==> src/rtl/riscv_pkg.sv <==
// Shared constants and types for the integer register file.
// Imported by the delay line, the interface and the regfile top.
package riscv_pkg;

  localparam int XLEN       = 32;
  localparam int NREG       = 32;
  localparam int REG_ADDR_W = $clog2(NREG);
  localparam int WB_DELAY   = 3;

  typedef logic [4:0]      reg_addr_t;
  typedef logic [XLEN-1:0] xlen_t;

endpackage

==> src/rtl/riscv_regfile_if.sv <==
// Register file bus: decode-side reads, decode-time destination,
// and write-back data/enable.
interface riscv_regfile_if;
  import riscv_pkg::*;

  reg_addr_t AddrA_i;
  reg_addr_t AddrB_i;
  reg_addr_t AddrD_i;
  xlen_t     DataD_i;
  logic      RegWEn_i;
  xlen_t     DataA_o;
  xlen_t     DataB_o;

  modport master (
    output AddrA_i,
    output AddrB_i,
    output AddrD_i,
    output DataD_i,
    output RegWEn_i,
    input  DataA_o,
    input  DataB_o
  );

  modport slave (
    input  AddrA_i,
    input  AddrB_i,
    input  AddrD_i,
    input  DataD_i,
    input  RegWEn_i,
    output DataA_o,
    output DataB_o
  );

endinterface

==> src/rtl/riscv_addr_delay.sv <==
// DEPTH-stage shift register with synchronous reset.
// Carries destination addresses from decode to write-back.
module riscv_addr_delay #(
  parameter int DEPTH = 3,
  parameter int W     = 5
) (
  input  logic         clk,
  input  logic         rst,
  input  logic [W-1:0] d,
  output logic [W-1:0] q
);

  logic [W-1:0] stage [DEPTH];

  always_ff @(posedge clk) begin
    if (rst) begin
      for (int k = 0; k < DEPTH; k++)
        stage[k] <= '0;
    end else begin
      stage[0] <= d;
      for (int k = 1; k < DEPTH; k++)
        stage[k] <= stage[k-1];
    end
  end

  assign q = stage[DEPTH-1];

endmodule

==> src/rtl/riscv_regfile.sv <==
// 32 x XLEN integer register file, two combinational reads,
// one write whose address is delayed to meet write-back data.
module riscv_regfile
  import riscv_pkg::*;
(
  input  logic           clk_i,
  input  logic           rst_i,
  riscv_regfile_if.slave rf
);

  reg_addr_t waddr;
  xlen_t     regs [NREG];

  riscv_addr_delay #(
    .DEPTH (WB_DELAY),
    .W     ($bits(reg_addr_t))
  ) u_addr_delay (
    .clk (clk_i),
    .rst (rst_i),
    .d   (rf.AddrD_i),
    .q   (waddr)
  );

  always_ff @(posedge clk_i) begin
    if (rst_i) begin
      for (int i = 0; i < NREG; i++)
        regs[i] <= '0;
    end else if (rf.RegWEn_i && waddr != '0) begin
      regs[waddr] <= rf.DataD_i;
    end
  end

  // x0 is forced on the read side so its storage never matters
  assign rf.DataA_o = (rf.AddrA_i == '0) ? '0 : regs[rf.AddrA_i];
  assign rf.DataB_o = (rf.AddrB_i == '0) ? '0 : regs[rf.AddrB_i];

endmodule

==> src/flat_wrapper.sv <==
// flat-port wrapper written by rule: the top's interface ports become plain ports
module riscv_regfile_flat import riscv_pkg::*;
  (clk_i, rst_i, rf_AddrA_i, rf_AddrB_i, rf_AddrD_i, rf_DataD_i, rf_RegWEn_i, rf_DataA_o, rf_DataB_o);
  riscv_regfile_if rf_i ();
  input  logic clk_i;
  input  logic rst_i;
  input wire logic [$bits(rf_i.AddrA_i)-1:0] rf_AddrA_i;
  input wire logic [$bits(rf_i.AddrB_i)-1:0] rf_AddrB_i;
  input wire logic [$bits(rf_i.AddrD_i)-1:0] rf_AddrD_i;
  input wire logic [$bits(rf_i.DataD_i)-1:0] rf_DataD_i;
  input wire logic [$bits(rf_i.RegWEn_i)-1:0] rf_RegWEn_i;
  output wire logic [$bits(rf_i.DataA_o)-1:0] rf_DataA_o;
  output wire logic [$bits(rf_i.DataB_o)-1:0] rf_DataB_o;
  assign rf_i.AddrA_i = rf_AddrA_i;
  assign rf_i.AddrB_i = rf_AddrB_i;
  assign rf_i.AddrD_i = rf_AddrD_i;
  assign rf_i.DataD_i = rf_DataD_i;
  assign rf_i.RegWEn_i = rf_RegWEn_i;
  assign rf_DataA_o = rf_i.DataA_o;
  assign rf_DataB_o = rf_i.DataB_o;
  riscv_regfile u_core (.clk_i(clk_i), .rst_i(rst_i), .rf(rf_i));
endmodule
==> config.mk <==
export PLATFORM = sky130hd
export DESIGN_NAME = riscv_regfile_flat
export DESIGN_NICKNAME = d
export VERILOG_FILES = /design/src/rtl/riscv_pkg.sv /design/src/rtl/riscv_regfile_if.sv /design/src/rtl/riscv_addr_delay.sv /design/src/rtl/riscv_regfile.sv /design/src/flat_wrapper.sv
export SDC_FILE = /design/constraint.sdc
export NUM_CORES = 2
export LEC_CHECK = 0
export ABC_AREA = 1
export BUFFER_PORTS_ARGS = -buffer_cell sky130_fd_sc_hd__buf_2
export CORE_ASPECT_RATIO = 1.2
export CORE_MARGIN = 3
export CORE_UTILIZATION = 41
export CTS_CLUSTER_DIAMETER = 50
export DETAILED_ROUTE_END_ITERATION = 16
export HOLD_SLACK_MARGIN = 0.03
export SYNTH_ARGS = -nofsm -noshare
export SYNTH_HDL_FRONTEND = slang
export SYNTH_SLANG_ARGS = --single-unit
==> constraint.sdc <==
create_clock -name clk_i -period 3.5 [get_ports clk_i]
set_input_delay 0.7 -clock clk_i [delete_from_list [all_inputs] [get_ports clk_i]]
set_output_delay 0.7 -clock clk_i [all_outputs]
set_load 0.01 [all_outputs]
### After elaboration in Yosys (flattened, before gate mapping)

Memories as Yosys holds them, arrays and structs flattened.
Cells that the tools add are included.

* logic and storage cells: 24
* memories: 2
* memory bits (writable): 1039
* input bits: 50
* bits in registers: 0

Memories
* u_core.regs: words 32, width 32, read ports 2, clocked after Yosys merged registers in 0, wr ports 32, line riscv_regfile.sv:12 `xlen_t regs [NREG];`
* u_core.u_addr_delay.stage: words 3, width 5, read ports 3, clocked after Yosys merged registers in 0, wr ports 3, line riscv_addr_delay.sv:13 `logic [W-1:0] stage [DEPTH];`

* muxes and demuxes: 14
* reductions and logical operators: 5
* bitwise operators: 3

Operators with widths (number)
* $mux W32: 3
* $reduce_or A32 Y1: 1
* $mux W5: 4
* $logic_not A5 Y1: 2
* $mux W1: 7
* $reduce_bool A5 Y1: 1
* $or A1 B1 Y1: 3
* $logic_and A1 B1 Y1: 1

### Logic depth before layout (Yosys ltp)

* depth in word-level cells: 7
* gate-level depth with buffers: 12
* depth with buffers taken out: 10

### Modules after synthesis

From an unflattened synthesis, not the netlist that was laid out.

* cell total of the unflattened synthesis: 7303
* area total of the unflattened synthesis: 56987.2 um2

Modules (own cells, without submodules)
* riscv_regfile: area an instance 56525.5 um2, cells each 7252, times used 1
* riscv_addr_delay: area an instance 461.7 um2, cells each 51, times used 1

### Worst setup path after synthesis

Ideal clock, no wire load.

* kind: input -> register
* start: in rst_i
* end: mem u_core.regs[10][0] in the netlist's numbering (enable)
* setup slack: 0.731 ns
* buffers on the path: 2
* cell stages on the path: 9
* data arrival time: 2.379 ns
* path through: clkbuf_1 inv_1 nand3_1 inv_1 nand3_1 inv_1 nand2_1 buf_2 nand2_1

RTL lines
* from (decl): line flat_wrapper.sv:6 `input logic rst_i;`
* to (decl): line riscv_regfile.sv:12

### Worst setup path in the final report

* start: in rf_AddrB_i[0]
* end: out rf_DataB_o[31]

* longest elaborated chain between the ends: 2
* elaborated cells between the ends (all ways): 3

Ends and longest elaborated chain
* from (decl): line flat_wrapper.sv:8 `input wire logic [$bits(rf_i.AddrB_i)-1:0] rf_AddrB_i;`
* $mem_v2 Z32 W32 / $logic_not A5 Y1 (equally long branches)
* $mux W32 (*): line riscv_regfile.sv:35 `assign rf.DataB_o = (rf.AddrB_i == '0) ? '0 : regs[rf.AddrB_i];`
* to (decl): line flat_wrapper.sv:13 `output wire logic [$bits(rf_i.DataB_o)-1:0] rf_DataB_o;`

Mark *: on every way between the ends. The rest lies on a longest branch, timed or not.

==> out/metrics.yaml <==
yosys.area_share.simple: 0.376
final_layout_size_suffix_gt1_frac: 0.0989
gr-total-overflow: 0
seqPwrFrac: 0.454
finalHoldViolations: 0
cts_setup_buffers: 0
worstReg2RegStart: "u_core.u_addr_delay.stage[0][12]$_SDFF_PP0_"
totalWireLength_um: 242000
fin_worst_skew_ps: 26.2
grt_usage: 0.330
switchingPower_mw: 8.82
clk-insertion-delay-late_ps: 770
drt-initial-drc-count: 8522
period_share: 0.965
first_global_vias: 51900
crit_path_start: "rf_AddrB_i[0]"
fin_crit_ps: 3380
path_class: "primary input to output pin"
synth_fa_ha_area_frac: 0
worst_slew_pin_slew_ps: 1220
maxCapViolations: 0
avgSynthCellArea_um2: 7.82
reg2reg_to: "u_core.regs[5][22]$_SDFFCE_PN0P_"
power_leakage_nw: 27.5
outcome: "complete, no violations"
synth_top_family_by_area: "simple AND/OR/NAND/NOR gates"
cts_tree: "yes"
netlist_area_um2: 56800
synth_compound_area_frac: 0.0227
relSlewSlack: 0.183
wl_per_cell_um: 26.5
grt_max_degree: 68
yosysWarnings: 0
dieArea_um2: 143000
antenna_found_initial: 5
max_freq_mhz: 296
intPower_mw: 22.6
dieHeight_um: 414
path_clk_slew_ps: 60
p_clk_frac: 0.413
synth_cell_types: 16
core_um2: 138000
rows: 149
clock_path_buffers: 3
hp-class: "primary input to register"
cp-end-kind: "output pin"
setup_viol: 0
numCtsBuffers: 121
grt_pass1_wl_um: 348000
ant_nets: 0
p_per_area_nw_per_um2: 481
switching_share: 0.280
ys_ff_latch: 1039
fin_setup_tns_ps: 0
areaGrowthSynthToFinish_pct: 15.1
cp.required_ps: 2800
drv_slew: 0
final_nets: 7291
synth-seq-area-share: 0.547
die_w_um: 346
ios: 114
clock-sinks: 1039
drc: 0
rsz0062_at_grt: "false"
vias: 55000
synthMuxAreaShare: 0
post-dp-hpwl_um: 142000
syn_inst: 7266
crit_end: "rf_DataB_o[31]"
ir_drop_uv: 422
reg2reg_depth: 11
reg2reg_setup_slack_ps: 610
comb_power_share: 0.133
path_max_fanout: 48
fin_area_um2: 65400
fill_cells: 13100
cp.arrival_ps: 2680
cts_root_buf: "clkbuf_16"
ctsHtreeMaxLevel: 3
port_buffers: 113
place_congestion: 0.941
insertedDiodeCount: 0
initial_core_util: 0.413
vias_per_cell: 6.00
dr.pass1.iters: 6
placed_area_um2: 61300
synthXorXnorAreaFrac: 0
critPathLaunchType: "primary input"
## layer usage
layer  vias up  part of all wire  GRT usage
li1      23900                 -          -
met3       850              0.14     0.0863
met4         6             0.064      0.198
met2      4211              0.44      0.505
met1     26100              0.36      0.421
met5         -           0.00023    0.00170
## how the worst min path moves through the flow
stage / from / endpoint / slack [ps] / depth (start not counted)
final: rf_AddrD_i[0] / u_core.u_addr_delay.stage[0][0]$_SDFF_PP0_ / 150 / 3
after global routing: rf_AddrD_i[3] / u_core.u_addr_delay.stage[0][3]$_SDFF_PP0_ / 150 / 3
after CTS: rf_AddrD_i[1] / u_core.u_addr_delay.stage[0][1]$_SDFF_PP0_ / 110 / 3
after detailed placement: u_core.u_addr_delay.stage[0][0]$_SDFF_PP0_ / u_core.u_addr_delay.stage[0][5]$_SDFF_PP0_ / 390 / 2
after global placement: u_core.u_addr_delay.stage[0][0]$_SDFF_PP0_ / u_core.u_addr_delay.stage[0][5]$_SDFF_PP0_ / 390 / 2
after floorplan: u_core.u_addr_delay.stage[0][5]$_SDFF_PP0_ / u_core.u_addr_delay.stage[0][10]$_SDFF_PP0_ / 390 / 2
## cell usage after synthesis
cell type  instances  area [um^2]
clkinv_1           3         11.3
nand2_1         2566         9630
a21oi_1          119          596
inv_1            101          379
nor3_1             9         45.0
buf_4              1         7.51
dfxtp_1           15          300
buf_1             72          270
clkbuf_1         304         1140
buf_2            260         1300
o21ai_0          139          696
edfxtp_1        1024        30700
conb_1             1         3.75
nor2_1          1280         4800
nand3_1         1370         6860
inv_2              2         7.51
## cell type report
| class | instances | area (um^2) | share of cell area |
|---|---|---|---|
| timing repair buffer | 458 | 4660 | 0.0714 |
| multi-input combinational | 5515 | 22900 | 0.351 |
| tap | 1812 | 2270 | 0.0347 |
| inverter | 106 | 440 | 0.00674 |
| sequential | 1039 | 31000 | 0.475 |
| clock buffer | 149 | 3260 | 0.0498 |
| clock inverter | 82 | 778 | 0.0119 |
## worst max-delay path, stage by stage
cell,delay [ps]
buf_8,100
buf_12,260
buf_12,320
nand2_1,80
nand3_1,100
nand3_1,110
nand2_1,90
nand2_1,50
nand3_1,100
nand2_1,80
nor2_1,410
buf_2,240
## state kept, by name (all words and copies together) (netlist names)
name,cells
u_core.u_addr_delay.stage,15
u_core.regs,1024
## kinds of logic (layout without fill, tap and decap cells)
logic type             after synthesis  in the layout
AO/OA/AOI/OAI                      258            258
buffers and inverters              743            795
flip-flops                        1039           1039
other                                1             32
AND/OR/NAND/NOR                   5225           5225
## layout by cell type (no fill, tap or decap), types with 3 or more instances in the layout
master and n:
inv_6 13, buf_4 231, nand2_2 62, buf_2 105
nand2_1 2504, clkinvlp_4 7, inv_4 3, clkinv_4 8
buf_8 4, clkinv_2 23, buf_12 116, nor2_1 1279
clkbuf_1 19, nor3_1 9, clkbuf_8 6, bufinv_16 10
dfxtp_1 15, o21ai_0 139, clkinv_1 18, nand3_1 1368
inv_8 5, clkbuf_16 124, conb_1 32, inv_1 96
edfxtp_1 1024, a21oi_1 119
## through the flow
step / utilization / total power, mW / hold slack (ps) / setup WS [ps] / std cells
3_5_place_dp: 0.446 / 18.6 / 394 / 228 / 8930
5_1_grt: 0.475 / 32.3 / 150 / 70.9 / 9161
6_report: 0.475 / 31.5 / 149 / 123 / 9161
2_1_floorplan: - / 16.7 / 388 / 731 / 7297
3_3_place_gp: 0.446 / 18.5 / 394 / 218 / 8930
4_1_cts: 0.475 / 31.4 / 107 / 220 / 9161
## power groups by stage
stage	sequential [mW]	clock, mW	combinational [mW]
4_1_cts	14.3	13.1	4.06
3_3_place_gp	14.5	0	4.03
3_5_place_dp	14.5	0	4.05
6_report	14.3	13.0	4.18
5_1_grt	14.3	13.5	4.42
2_1_floorplan	14.5	0	2.22
## what timing repair did
| item | in CTS | in global routing |
|---|---|---|
| hold buffers | 0 | 0 |
| setup endpoints to repair | 0 | 1 |
| resized for setup | 0 | 1 |
No activity file was read; power rests on OpenSTA's default activity.
